[src/rtl/hyperbus_axi_err_slave_if.sv]
// Bus bundle for the HyperBus error stub: cfg register port plus the AXI slave channels.
// The slave modport is the stub side; master is the SoC/interconnect side.
interface hyperbus_axi_err_slave_if #(
  parameter int unsigned AXI_AW = 32,
  parameter int unsigned AXI_DW = 16,
  parameter int unsigned AXI_IW = 10,
  parameter int unsigned AXI_UW = 1
);
  logic [31:0]         cfg_addr;
  logic                cfg_write;
  logic [31:0]         cfg_wdata;
  logic [3:0]          cfg_wstrb;
  logic                cfg_valid;
  logic [31:0]         cfg_rdata;
  logic                cfg_error;
  logic                cfg_ready;

  logic [AXI_IW-1:0]   aw_id;
  logic [AXI_AW-1:0]   aw_addr;
  logic [7:0]          aw_len;
  logic                aw_valid;
  logic                aw_ready;

  logic [AXI_DW-1:0]   w_data;
  logic [AXI_DW/8-1:0] w_strb;
  logic                w_last;
  logic                w_valid;
  logic                w_ready;

  logic [AXI_IW-1:0]   b_id;
  logic [1:0]          b_resp;
  logic [AXI_UW-1:0]   b_user;
  logic                b_valid;
  logic                b_ready;

  logic [AXI_IW-1:0]   ar_id;
  logic [AXI_AW-1:0]   ar_addr;
  logic [7:0]          ar_len;
  logic                ar_valid;
  logic                ar_ready;

  logic [AXI_IW-1:0]   r_id;
  logic [AXI_DW-1:0]   r_data;
  logic [1:0]          r_resp;
  logic                r_last;
  logic [AXI_UW-1:0]   r_user;
  logic                r_valid;
  logic                r_ready;

  modport slave (
    input  cfg_addr, cfg_write, cfg_wdata, cfg_wstrb, cfg_valid,
    output cfg_rdata, cfg_error, cfg_ready,
    input  aw_id, aw_addr, aw_len, aw_valid,
    output aw_ready,
    input  w_data, w_strb, w_last, w_valid,
    output w_ready,
    output b_id, b_resp, b_user, b_valid,
    input  b_ready,
    input  ar_id, ar_addr, ar_len, ar_valid,
    output ar_ready,
    output r_id, r_data, r_resp, r_last, r_user, r_valid,
    input  r_ready
  );

  modport master (
    output cfg_addr, cfg_write, cfg_wdata, cfg_wstrb, cfg_valid,
    input  cfg_rdata, cfg_error, cfg_ready,
    output aw_id, aw_addr, aw_len, aw_valid,
    input  aw_ready,
    output w_data, w_strb, w_last, w_valid,
    input  w_ready,
    input  b_id, b_resp, b_user, b_valid,
    output b_ready,
    output ar_id, ar_addr, ar_len, ar_valid,
    input  ar_ready,
    input  r_id, r_data, r_resp, r_last, r_user, r_valid,
    output r_ready
  );
endinterface

[src/rtl/hyperbus_axi_err_slave.sv]
// Stand-in for an absent HyperBus controller: every AXI burst completes with ERR_RESP and the
// cfg port always answers. Define HYPERBUS_STUB_SCRATCH_EN for scratch words and error counters.
module hyperbus_axi_err_slave #(
  parameter int unsigned AXI_AW     = 32,
  parameter int unsigned AXI_DW     = 16,
  parameter int unsigned AXI_IW     = 10,
  parameter int unsigned AXI_UW     = 1,
  parameter logic [1:0]  ERR_RESP   = 2'b11,
  parameter int unsigned NR_SCRATCH = 4
) (
  input logic                     clk_sys_i,
  input logic                     rst_ni,
  hyperbus_axi_err_slave_if.slave bus_io
);

  localparam logic [1:0] WIdle = 2'd0;
  localparam logic [1:0] WData = 2'd1;
  localparam logic [1:0] WResp = 2'd2;
  localparam logic       RIdle = 1'b0;
  localparam logic       RData = 1'b1;

  // Write channel
  logic [1:0]        wstate_q, wstate_d;
  logic [AXI_IW-1:0] wid_q, wid_d;
  logic              aw_ready_q, aw_ready_d;
  logic              w_ready_q, w_ready_d;
  logic              b_valid_q, b_valid_d;
  logic              aw_hs, w_last_hs, b_hs;

  assign aw_hs     = aw_ready_q & bus_io.aw_valid;
  assign w_last_hs = w_ready_q & bus_io.w_valid & bus_io.w_last;
  assign b_hs      = b_valid_q & bus_io.b_ready;

  // Only w_last ends the burst; aw_len is not compared against the beat count.
  always_comb begin
    wstate_d = wstate_q;
    wid_d    = wid_q;
    case (wstate_q)
      WIdle: begin
        if (aw_hs) begin
          wstate_d = WData;
          wid_d    = bus_io.aw_id;
        end
      end
      WData:   if (w_last_hs) wstate_d = WResp;
      WResp:   if (b_hs) wstate_d = WIdle;
      default: wstate_d = WIdle;
    endcase
    aw_ready_d = (wstate_d == WIdle);
    w_ready_d  = (wstate_d == WData);
    b_valid_d  = (wstate_d == WResp);
  end

  always_ff @(posedge clk_sys_i or negedge rst_ni) begin
    if (!rst_ni) begin
      wstate_q   <= WIdle;
      wid_q      <= '0;
      aw_ready_q <= 1'b0;
      w_ready_q  <= 1'b0;
      b_valid_q  <= 1'b0;
    end else begin
      wstate_q   <= wstate_d;
      wid_q      <= wid_d;
      aw_ready_q <= aw_ready_d;
      w_ready_q  <= w_ready_d;
      b_valid_q  <= b_valid_d;
    end
  end

  // Read channel
  logic              rstate_q, rstate_d;
  logic [AXI_IW-1:0] rid_q, rid_d;
  logic [7:0]        rlen_q, rlen_d;
  logic [7:0]        rcnt_q, rcnt_d;
  logic              ar_ready_q, ar_ready_d;
  logic              r_valid_q, r_valid_d;
  logic              ar_hs, r_hs, r_last;

  assign ar_hs  = ar_ready_q & bus_io.ar_valid;
  assign r_hs   = r_valid_q & bus_io.r_ready;
  assign r_last = r_valid_q & (rcnt_q == rlen_q);

  // The counter leaves RData on the last beat, so len=255 never wraps it.
  always_comb begin
    rstate_d = rstate_q;
    rid_d    = rid_q;
    rlen_d   = rlen_q;
    rcnt_d   = rcnt_q;
    case (rstate_q)
      RIdle: begin
        if (ar_hs) begin
          rstate_d = RData;
          rid_d    = bus_io.ar_id;
          rlen_d   = bus_io.ar_len;
          rcnt_d   = 8'd0;
        end
      end
      RData: begin
        if (r_hs) begin
          if (r_last) rstate_d = RIdle;
          else        rcnt_d   = rcnt_q + 8'd1;
        end
      end
      default: rstate_d = RIdle;
    endcase
    ar_ready_d = (rstate_d == RIdle);
    r_valid_d  = (rstate_d == RData);
  end

  always_ff @(posedge clk_sys_i or negedge rst_ni) begin
    if (!rst_ni) begin
      rstate_q   <= RIdle;
      rid_q      <= '0;
      rlen_q     <= '0;
      rcnt_q     <= '0;
      ar_ready_q <= 1'b0;
      r_valid_q  <= 1'b0;
    end else begin
      rstate_q   <= rstate_d;
      rid_q      <= rid_d;
      rlen_q     <= rlen_d;
      rcnt_q     <= rcnt_d;
      ar_ready_q <= ar_ready_d;
      r_valid_q  <= r_valid_d;
    end
  end

  assign bus_io.aw_ready = aw_ready_q;
  assign bus_io.w_ready  = w_ready_q;
  assign bus_io.b_valid  = b_valid_q;
  assign bus_io.b_id     = b_valid_q ? wid_q : '0;
  assign bus_io.b_resp   = b_valid_q ? ERR_RESP : 2'b00;
  assign bus_io.b_user   = {AXI_UW{1'b0}};
  assign bus_io.ar_ready = ar_ready_q;
  assign bus_io.r_valid  = r_valid_q;
  assign bus_io.r_id     = r_valid_q ? rid_q : '0;
  assign bus_io.r_data   = {AXI_DW{1'b0}};
  assign bus_io.r_resp   = r_valid_q ? ERR_RESP : 2'b00;
  assign bus_io.r_last   = r_last;
  assign bus_io.r_user   = {AXI_UW{1'b0}};

  // cfg port: a completion blocks acceptance for one cycle, so ready never stays high.
  logic        cfg_req;
  logic        cfg_ready_q, cfg_ready_d;
  logic        cfg_error_q, cfg_error_d;
  logic [31:0] cfg_rdata_q, cfg_rdata_d;

  assign cfg_req     = bus_io.cfg_valid & ~cfg_ready_q;
  assign cfg_ready_d = cfg_req;

`ifdef HYPERBUS_STUB_SCRATCH_EN
  localparam int unsigned IdxW = (NR_SCRATCH > 1) ? $clog2(NR_SCRATCH) : 1;

  logic [29:0]     word;
  logic [IdxW-1:0] idx;
  logic [31:0]     scratch_q [NR_SCRATCH];
  logic [31:0]     scratch_d [NR_SCRATCH];
  logic [15:0]     wr_cnt_q, wr_cnt_d;
  logic [15:0]     rd_cnt_q, rd_cnt_d;

  assign word = bus_io.cfg_addr[31:2];
  assign idx  = word[IdxW-1:0];

  always_comb begin
    scratch_d   = scratch_q;
    cfg_rdata_d = '0;
    cfg_error_d = 1'b0;
    if (cfg_req) begin
      if (word < 30'(NR_SCRATCH)) begin
        if (bus_io.cfg_write) begin
          for (int b = 0; b < 4; b++) begin
            if (bus_io.cfg_wstrb[b]) scratch_d[idx][8*b +: 8] = bus_io.cfg_wdata[8*b +: 8];
          end
        end else begin
          cfg_rdata_d = scratch_q[idx];
        end
      end else if (word == 30'(NR_SCRATCH)) begin
        if (bus_io.cfg_write) cfg_error_d = 1'b1;
        else                  cfg_rdata_d = {rd_cnt_q, wr_cnt_q};
      end else begin
        cfg_error_d = 1'b1;
      end
    end
  end

  always_comb begin
    wr_cnt_d = wr_cnt_q;
    rd_cnt_d = rd_cnt_q;
    if (b_hs && (wr_cnt_q != 16'hFFFF))          wr_cnt_d = wr_cnt_q + 16'd1;
    if (r_hs && r_last && (rd_cnt_q != 16'hFFFF)) rd_cnt_d = rd_cnt_q + 16'd1;
  end

  always_ff @(posedge clk_sys_i or negedge rst_ni) begin
    if (!rst_ni) begin
      scratch_q <= '{default: '0};
      wr_cnt_q  <= '0;
      rd_cnt_q  <= '0;
    end else begin
      scratch_q <= scratch_d;
      wr_cnt_q  <= wr_cnt_d;
      rd_cnt_q  <= rd_cnt_d;
    end
  end
`else
  assign cfg_rdata_d = '0;
  assign cfg_error_d = cfg_req;
`endif

  always_ff @(posedge clk_sys_i or negedge rst_ni) begin
    if (!rst_ni) begin
      cfg_ready_q <= 1'b0;
      cfg_error_q <= 1'b0;
      cfg_rdata_q <= '0;
    end else begin
      cfg_ready_q <= cfg_ready_d;
      cfg_error_q <= cfg_error_d;
      cfg_rdata_q <= cfg_rdata_d;
    end
  end

  assign bus_io.cfg_ready = cfg_ready_q;
  assign bus_io.cfg_error = cfg_error_q;
  assign bus_io.cfg_rdata = cfg_rdata_q;

  logic [AXI_AW-1:0] unused_addr;
  logic              unused_in;
  assign unused_addr = bus_io.aw_addr ^ bus_io.ar_addr;
  assign unused_in   = ^{unused_addr, bus_io.aw_len, bus_io.w_data, bus_io.w_strb,
                         bus_io.cfg_addr, bus_io.cfg_write, bus_io.cfg_wdata, bus_io.cfg_wstrb,
                         (NR_SCRATCH != 0)};

endmodule

[src/flat_wrapper.sv]
// flat-port wrapper written by rule: the top's interface ports become plain ports
module hyperbus_axi_err_slave_flat 
#(
  parameter int unsigned AXI_AW     = 32,
  parameter int unsigned AXI_DW     = 16,
  parameter int unsigned AXI_IW     = 10,
  parameter int unsigned AXI_UW     = 1,
  parameter logic [1:0]  ERR_RESP   = 2'b11,
  parameter int unsigned NR_SCRATCH = 4
)
  (clk_sys_i, rst_ni, bus_io_cfg_addr, bus_io_cfg_write, bus_io_cfg_wdata, bus_io_cfg_wstrb, bus_io_cfg_valid, bus_io_cfg_rdata, bus_io_cfg_error, bus_io_cfg_ready, bus_io_aw_id, bus_io_aw_addr, bus_io_aw_len, bus_io_aw_valid, bus_io_aw_ready, bus_io_w_data, bus_io_w_strb, bus_io_w_last, bus_io_w_valid, bus_io_w_ready, bus_io_b_id, bus_io_b_resp, bus_io_b_user, bus_io_b_valid, bus_io_b_ready, bus_io_ar_id, bus_io_ar_addr, bus_io_ar_len, bus_io_ar_valid, bus_io_ar_ready, bus_io_r_id, bus_io_r_data, bus_io_r_resp, bus_io_r_last, bus_io_r_user, bus_io_r_valid, bus_io_r_ready);
  hyperbus_axi_err_slave_if #(.AXI_AW(AXI_AW), .AXI_DW(AXI_DW), .AXI_IW(AXI_IW), .AXI_UW(AXI_UW)) bus_io_i ();
  input logic clk_sys_i;
  input logic rst_ni;
  input wire logic [$bits(bus_io_i.cfg_addr)-1:0] bus_io_cfg_addr;
  input wire logic [$bits(bus_io_i.cfg_write)-1:0] bus_io_cfg_write;
  input wire logic [$bits(bus_io_i.cfg_wdata)-1:0] bus_io_cfg_wdata;
  input wire logic [$bits(bus_io_i.cfg_wstrb)-1:0] bus_io_cfg_wstrb;
  input wire logic [$bits(bus_io_i.cfg_valid)-1:0] bus_io_cfg_valid;
  output wire logic [$bits(bus_io_i.cfg_rdata)-1:0] bus_io_cfg_rdata;
  output wire logic [$bits(bus_io_i.cfg_error)-1:0] bus_io_cfg_error;
  output wire logic [$bits(bus_io_i.cfg_ready)-1:0] bus_io_cfg_ready;
  input wire logic [$bits(bus_io_i.aw_id)-1:0] bus_io_aw_id;
  input wire logic [$bits(bus_io_i.aw_addr)-1:0] bus_io_aw_addr;
  input wire logic [$bits(bus_io_i.aw_len)-1:0] bus_io_aw_len;
  input wire logic [$bits(bus_io_i.aw_valid)-1:0] bus_io_aw_valid;
  output wire logic [$bits(bus_io_i.aw_ready)-1:0] bus_io_aw_ready;
  input wire logic [$bits(bus_io_i.w_data)-1:0] bus_io_w_data;
  input wire logic [$bits(bus_io_i.w_strb)-1:0] bus_io_w_strb;
  input wire logic [$bits(bus_io_i.w_last)-1:0] bus_io_w_last;
  input wire logic [$bits(bus_io_i.w_valid)-1:0] bus_io_w_valid;
  output wire logic [$bits(bus_io_i.w_ready)-1:0] bus_io_w_ready;
  output wire logic [$bits(bus_io_i.b_id)-1:0] bus_io_b_id;
  output wire logic [$bits(bus_io_i.b_resp)-1:0] bus_io_b_resp;
  output wire logic [$bits(bus_io_i.b_user)-1:0] bus_io_b_user;
  output wire logic [$bits(bus_io_i.b_valid)-1:0] bus_io_b_valid;
  input wire logic [$bits(bus_io_i.b_ready)-1:0] bus_io_b_ready;
  input wire logic [$bits(bus_io_i.ar_id)-1:0] bus_io_ar_id;
  input wire logic [$bits(bus_io_i.ar_addr)-1:0] bus_io_ar_addr;
  input wire logic [$bits(bus_io_i.ar_len)-1:0] bus_io_ar_len;
  input wire logic [$bits(bus_io_i.ar_valid)-1:0] bus_io_ar_valid;
  output wire logic [$bits(bus_io_i.ar_ready)-1:0] bus_io_ar_ready;
  output wire logic [$bits(bus_io_i.r_id)-1:0] bus_io_r_id;
  output wire logic [$bits(bus_io_i.r_data)-1:0] bus_io_r_data;
  output wire logic [$bits(bus_io_i.r_resp)-1:0] bus_io_r_resp;
  output wire logic [$bits(bus_io_i.r_last)-1:0] bus_io_r_last;
  output wire logic [$bits(bus_io_i.r_user)-1:0] bus_io_r_user;
  output wire logic [$bits(bus_io_i.r_valid)-1:0] bus_io_r_valid;
  input wire logic [$bits(bus_io_i.r_ready)-1:0] bus_io_r_ready;
  assign bus_io_i.cfg_addr = bus_io_cfg_addr;
  assign bus_io_i.cfg_write = bus_io_cfg_write;
  assign bus_io_i.cfg_wdata = bus_io_cfg_wdata;
  assign bus_io_i.cfg_wstrb = bus_io_cfg_wstrb;
  assign bus_io_i.cfg_valid = bus_io_cfg_valid;
  assign bus_io_cfg_rdata = bus_io_i.cfg_rdata;
  assign bus_io_cfg_error = bus_io_i.cfg_error;
  assign bus_io_cfg_ready = bus_io_i.cfg_ready;
  assign bus_io_i.aw_id = bus_io_aw_id;
  assign bus_io_i.aw_addr = bus_io_aw_addr;
  assign bus_io_i.aw_len = bus_io_aw_len;
  assign bus_io_i.aw_valid = bus_io_aw_valid;
  assign bus_io_aw_ready = bus_io_i.aw_ready;
  assign bus_io_i.w_data = bus_io_w_data;
  assign bus_io_i.w_strb = bus_io_w_strb;
  assign bus_io_i.w_last = bus_io_w_last;
  assign bus_io_i.w_valid = bus_io_w_valid;
  assign bus_io_w_ready = bus_io_i.w_ready;
  assign bus_io_b_id = bus_io_i.b_id;
  assign bus_io_b_resp = bus_io_i.b_resp;
  assign bus_io_b_user = bus_io_i.b_user;
  assign bus_io_b_valid = bus_io_i.b_valid;
  assign bus_io_i.b_ready = bus_io_b_ready;
  assign bus_io_i.ar_id = bus_io_ar_id;
  assign bus_io_i.ar_addr = bus_io_ar_addr;
  assign bus_io_i.ar_len = bus_io_ar_len;
  assign bus_io_i.ar_valid = bus_io_ar_valid;
  assign bus_io_ar_ready = bus_io_i.ar_ready;
  assign bus_io_r_id = bus_io_i.r_id;
  assign bus_io_r_data = bus_io_i.r_data;
  assign bus_io_r_resp = bus_io_i.r_resp;
  assign bus_io_r_last = bus_io_i.r_last;
  assign bus_io_r_user = bus_io_i.r_user;
  assign bus_io_r_valid = bus_io_i.r_valid;
  assign bus_io_i.r_ready = bus_io_r_ready;
  hyperbus_axi_err_slave #(.AXI_AW(AXI_AW), .AXI_DW(AXI_DW), .AXI_IW(AXI_IW), .AXI_UW(AXI_UW), .ERR_RESP(ERR_RESP), .NR_SCRATCH(NR_SCRATCH)) u_core (.clk_sys_i(clk_sys_i), .rst_ni(rst_ni), .bus_io(bus_io_i));
endmodule
[config.mk]
export PLATFORM = sky130hd
export DESIGN_NAME = hyperbus_axi_err_slave_flat
export DESIGN_NICKNAME = d
export VERILOG_FILES = /design/src/rtl/hyperbus_axi_err_slave_if.sv /design/src/rtl/hyperbus_axi_err_slave.sv /design/src/flat_wrapper.sv
export SDC_FILE = /design/constraint.sdc
export NUM_CORES = 1
export LEC_CHECK = 0
export ABC_AREA = 1
export CORE_AREA = 3 3 108 110
export CTS_CLUSTER_DIAMETER = 120
export DETAILED_ROUTE_END_ITERATION = 12
export DIE_AREA = 0 0 111 113
export MAX_ROUTING_LAYER = met4
export PLACE_DENSITY = 0.81
export SLEW_MARGIN = 20
export SYNTH_ARGS = -nofsm -noshare
export SYNTH_HDL_FRONTEND = slang
export SYNTH_SLANG_ARGS = --single-unit
[constraint.sdc]
create_clock -name clk_sys_i -period 1.75 [get_ports clk_sys_i]
set_input_delay 0.4375 -clock clk_sys_i [delete_from_list [all_inputs] [get_ports clk_sys_i]]
set_output_delay 0.4375 -clock clk_sys_i [all_outputs]
set_load 0.01 [all_outputs]
# Word level (Yosys, flattened, before mapping)
# Index checks and enable logic that the tools add are counted.
# Widths: inputs -> output; s select.
[totals]
regBits = 44
input_bits = 196
output_inout_bits = 82
elab_cells = 52
[classes]
add_sub_neg = 1
n_eq_ne = 8
mux = 16
bitwise_logic = 11
n_reduce_logical = 5
[op_table]
columns = ["cell", "count"]
rows = [
  ["$mux 8", 3],
  ["$mux 10", 2],
  ["$pmux 8 s2", 1],
  ["$mux 2", 5],
  ["$add 8x1->8 const B", 1],
  ["$and 1x1->1", 8],
  ["$eq 8x8->1", 1],
  ["$pmux 2 s3", 1],
  ["$eq 2x1->1 const B", 2],
  ["$eq 2x2->1 const B", 2],
  ["$logic_not 2->1", 2],
  ["$ne 2x2->1 const B", 2],
  ["$reduce_and 2->1", 2],
  ["$mux 1", 3],
  ["$not 1->1", 3],
  ["$reduce_and 3->1", 1],
  ["$ne 2x1->1 const B", 1],
  ["$pmux 1 s2", 1],
]

# Depth between registers and ports, before layout
[depth]
depth_word = 6
ltp_mapped = 10
depth_no_buf = 10

# Least setup slack after synthesis
# OpenSTA, ideal clock, no wires.
[synth_timing]
path_kind = "register to output"
start = "reg u_core.rstate_q (netlist name)"
end = "out bus_io_r_last"
t_arrival_ps = 1110
required_time_ps = 1312
slack_ps = 202
stages_incl_launch_ff = 8
path_buffers = 1
cell_sequence = "dfrtp_1 > inv_1 > a21oi_1 > nand2_1 > nor2_1 > nand3_2 > buf_6 > inv_1"
[synth_lines]
columns = ["item", "line_no", "source"]
rows = [
  ["end: declaration", "flat_wrapper.sv:46", "output wire logic [$bits(bus_io_i.r_last)-1:0] bus_io_r_last;"],
]

# Worst setup path in the final report
[layout_timing]
start = "reg u_core.rcnt_q[2]"
end = "out bus_io_r_last"
[layout_between]
elab_chain_cells = 2
[layout_lines]
columns = ["item", "line_no", "source"]
rows = [
  ["start: declaration", "hyperbus_axi_err_slave.sv:74", "logic [7:0] rcnt_q, rcnt_d;"],
  ["start signal: assignment", "hyperbus_axi_err_slave.sv:122", "rcnt_q <= rcnt_d;"],
  ["$eq 8x8->1", "hyperbus_axi_err_slave.sv:81", "assign r_last = r_valid_q & (rcnt_q == rlen_q);"],
  ["$and 1x1->1", "hyperbus_axi_err_slave.sv:81", ""],
]
# No other way between the ends.

==> run metrics <==
status=finished clean; initial antenna violation count=0; biggest cell delay along the critical path=approximately 0.4 ns; GRT Total Usage=approximately a tenth; multi-input logic area=roughly 0.0010 mm^2; Final setup viols=0; Fmax=about 570 MHz; Netlist Area Pre-Place=approximately 0.0026 mm^2; Post-synth EDFFs=0; I/O pins=between 200 and 300; Routed WL=roughly 5800 um; deepest clock path buffer count=2; post-synthesis sequential area ratio=42.4%; GR Util met1=between 10% and 20%; wire length per cell=10.6 um; core box area=roughly 0.011 mm^2; post-route ant nets=0; Initial Util=approximately a quarter; HP Class=in -> async; Slew Limit Fails=0; Peak VDD IR=0.770 mV; endpoint type of the worst setup path=output port; die width=roughly 110 um; Fill cells=approximately 1,100; later-pin clock latency in the skew report=around 0.30 ns; initial DRC count=between 90 and 100; Pwr Total=roughly 0.0039 W; Slowest cell on crit path=dfrtp_1; GRT busiest layer=met2; CTS sink cnt=44; Critical Path Source Type=flip-flop; Final Cycle Share=between 90 and 100%; CP Max Fanout=2; Final min period=about 1.7 ns; prevailing post-synth register cell=dfrtp_1; cts bufs inserted=5; area added between synthesis and finish=36.0%; htree depth=2; R2R setup slack=roughly 0.35 ns; Max-Cap Viols=0; Arr. time, crit path=between 1 and 1.5 ns; DR DRC count=0; Hold Vio Cnt, Final=0; crit-path cells=xor2_1 -> nor2_1 -> nand3_2 -> inv_2 -> buf_6; P_leak=roughly 2.0 nW; worst r2r path cells=7; vias in the first global route=around 2,100; most common cell after layout, fill and taps aside=nand2_1; Reg-to-Reg Start=u_core.rcnt_q[2]; clock slew at reported path FFs=around 0.090 ns; CP Class=reg -> out; Initial DRT Pass Iterations=4; Distinct cells, synth=28; commonest non-fill, non-tap cells in the layout=nand2_1 (65), conb_1 (50), dfrtp_1 (44); met2 Usage GRT=between 10% and 20%; Avg Synthesized Cell Area=around 8.5 um^2; Final Skew=just under 0.008 ns; number of synthesized register bits=44; Root Driver=clkbuf_8; # hold bufs at CTS=0; setup repair after global routing missed its margin=yes; via count=2,053; largest net degree at the start of global routing=29; Die H=approximately 110 um; worst r2r dst=u_core.rcnt_q[2]; post-synthesis cell count=~300; Final #Nets=~600; # diodes=0; pwr dens=approximately 1100 mW/mm^2; Die ar.=0.0125 mm^2; Worst path top cell family by delay=flip-flops; grt total ovfl=0; share of layout cells above drive strength 1=between 20% and 30%; pre-CTS setup slack=-0.134 ns; Final TNS setup=0 ns; first-pass GRT wire length=around 9400 um; WHS=about 0.067 ns; Row Count=38; fraction of registers with async set/reset=100%; CTS tree=done; critical path data required time=around 1.3 ns; final setup margin=between 0.0015 and 0.002 ns; yosys warns=0; GR Util met3=under 10%; input/output buffers=68; GP Congestion=roughly 0.83; Worst Path Buf+Inv=2; Via density=between 3 and 4; detailed placement HPWL=about 4600 um; register area=roughly 0.0011 mm^2
[synthesized netlist by cell type, types with 2 or more instances]
library cell   n  share of area (%)
nor2_1        19                2.7
clkbuf_1       2               0.29
buf_6          3                1.3
inv_1         40                5.8
mux2_2        20                8.7
mux2_1         2               0.87
buf_4         55                 16
nand3_1       15                2.9
nand2_1       66                9.5
o21ai_0        6                1.2
dfrtp_1       44                 42
buf_2          2               0.39
xor2_1         4                1.3
inv_2          4               0.58
a21oi_1        9                1.7
[worst reg2reg max path, cell delays in order, from the launching register on]
cell	delay, ns
dfrtp_1	0.40
xor2_1	0.16
nor2_1	0.18
nand3_2	0.11
buf_4	0.20
nand2_2	0.16
nand2_1	0.07
nand2_1	0.07
[metal layers]
| layer | share of wire [%] | vias up |
|---|---|---|
| li1 | - | 1015 |
| met1 | 42 | 938 |
| met2 | 49 | 95 |
| met3 | 7.7 | 5 |
| met4 | 1.1 | 0 |
| met5 | 0 | - |
[sequential cells by signal, summed over array words and instances (netlist names)]
| register | cells |
|---|---|
| u_core.bus_io.b_valid | 1 |
| u_core.bus_io.aw_ready | 1 |
| u_core.wid_q | 10 |
| u_core.rstate_q | 1 |
| u_core.bus_io.cfg_ready | 1 |
| u_core.wstate_q | 2 |
| u_core.rid_q | 10 |
| u_core.rlen_q | 8 |
| u_core.bus_io.w_ready | 1 |
| u_core.rcnt_q | 8 |
| u_core.bus_io.ar_ready | 1 |
[report_power, final]
group / total [W] / internal [W] / switching (W)
sequential: 0.00156 / 0.00136 / 0.000197
combinational: 0.00159 / 0.000830 / 0.000764
clock: 0.000780 / 0.000423 / 0.000357
total: 0.00393 / 0.00261 / 0.00132
[stage by stage]
step,cell area [um^2],utilization (%),instances
2_1_floorplan,2780,-,353
3_3_place_gp,3410,31.6,526
3_5_place_dp,3410,31.6,526
4_1_cts,3560,33.0,542
5_1_grt,3530,32.7,543
6_report,3530,32.7,543
[worst max path at each step]
stage,from,end,slack [ns],cells after the start
after CTS,u_core.rcnt_q[6],bus_io_r_last,-0.16,8
final,u_core.rcnt_q[2],bus_io_r_last,0.002,5
after floorplan,u_core.rstate_q,bus_io_r_last,0.20,7
after global routing,u_core.rcnt_q[5],bus_io_r_last,-0.10,9
after global placement,u_core.rcnt_q[6],bus_io_r_last,-0.14,8
after detailed placement,u_core.rcnt_q[6],bus_io_r_last,-0.13,8
[area by class of cell]
class / count / share of cell area [%]
multi-input combinational: 201 / 29.6
clock inverter: 3 / 1.21
clock buffer: 5 / 1.95
timing repair buffer: 105 / 26.3
inverter: 45 / 4.79
tap: 140 / 4.96
sequential: 44 / 31.2
[what timing repair did]
item | 4_1_cts | 5_1_grt
gates resized for setup | 51 | 22
buffers inserted | 8 | 1
setup endpoints to repair | 27 | 13
[cells by family (layout without fill, tap and decap cells)]
logic type / Yosys count / count (layout) / share of synthesized area [%]
multiplexers: 22 / 22 / 9.55
buffers and inverters: 108 / 158 / 24.6
other: 1 / 50 / 0.145
adder cells (fa/ha/maj): 1 / 1 / 0.482
AO/OA/AOI/OAI: 16 / 16 / 3.62
flip-flops: 44 / 44 / 42.4
XOR/XNOR: 5 / 5 / 1.69
AND/OR/NAND/NOR: 107 / 107 / 17.5
Power figures use the tool's default switching activity.
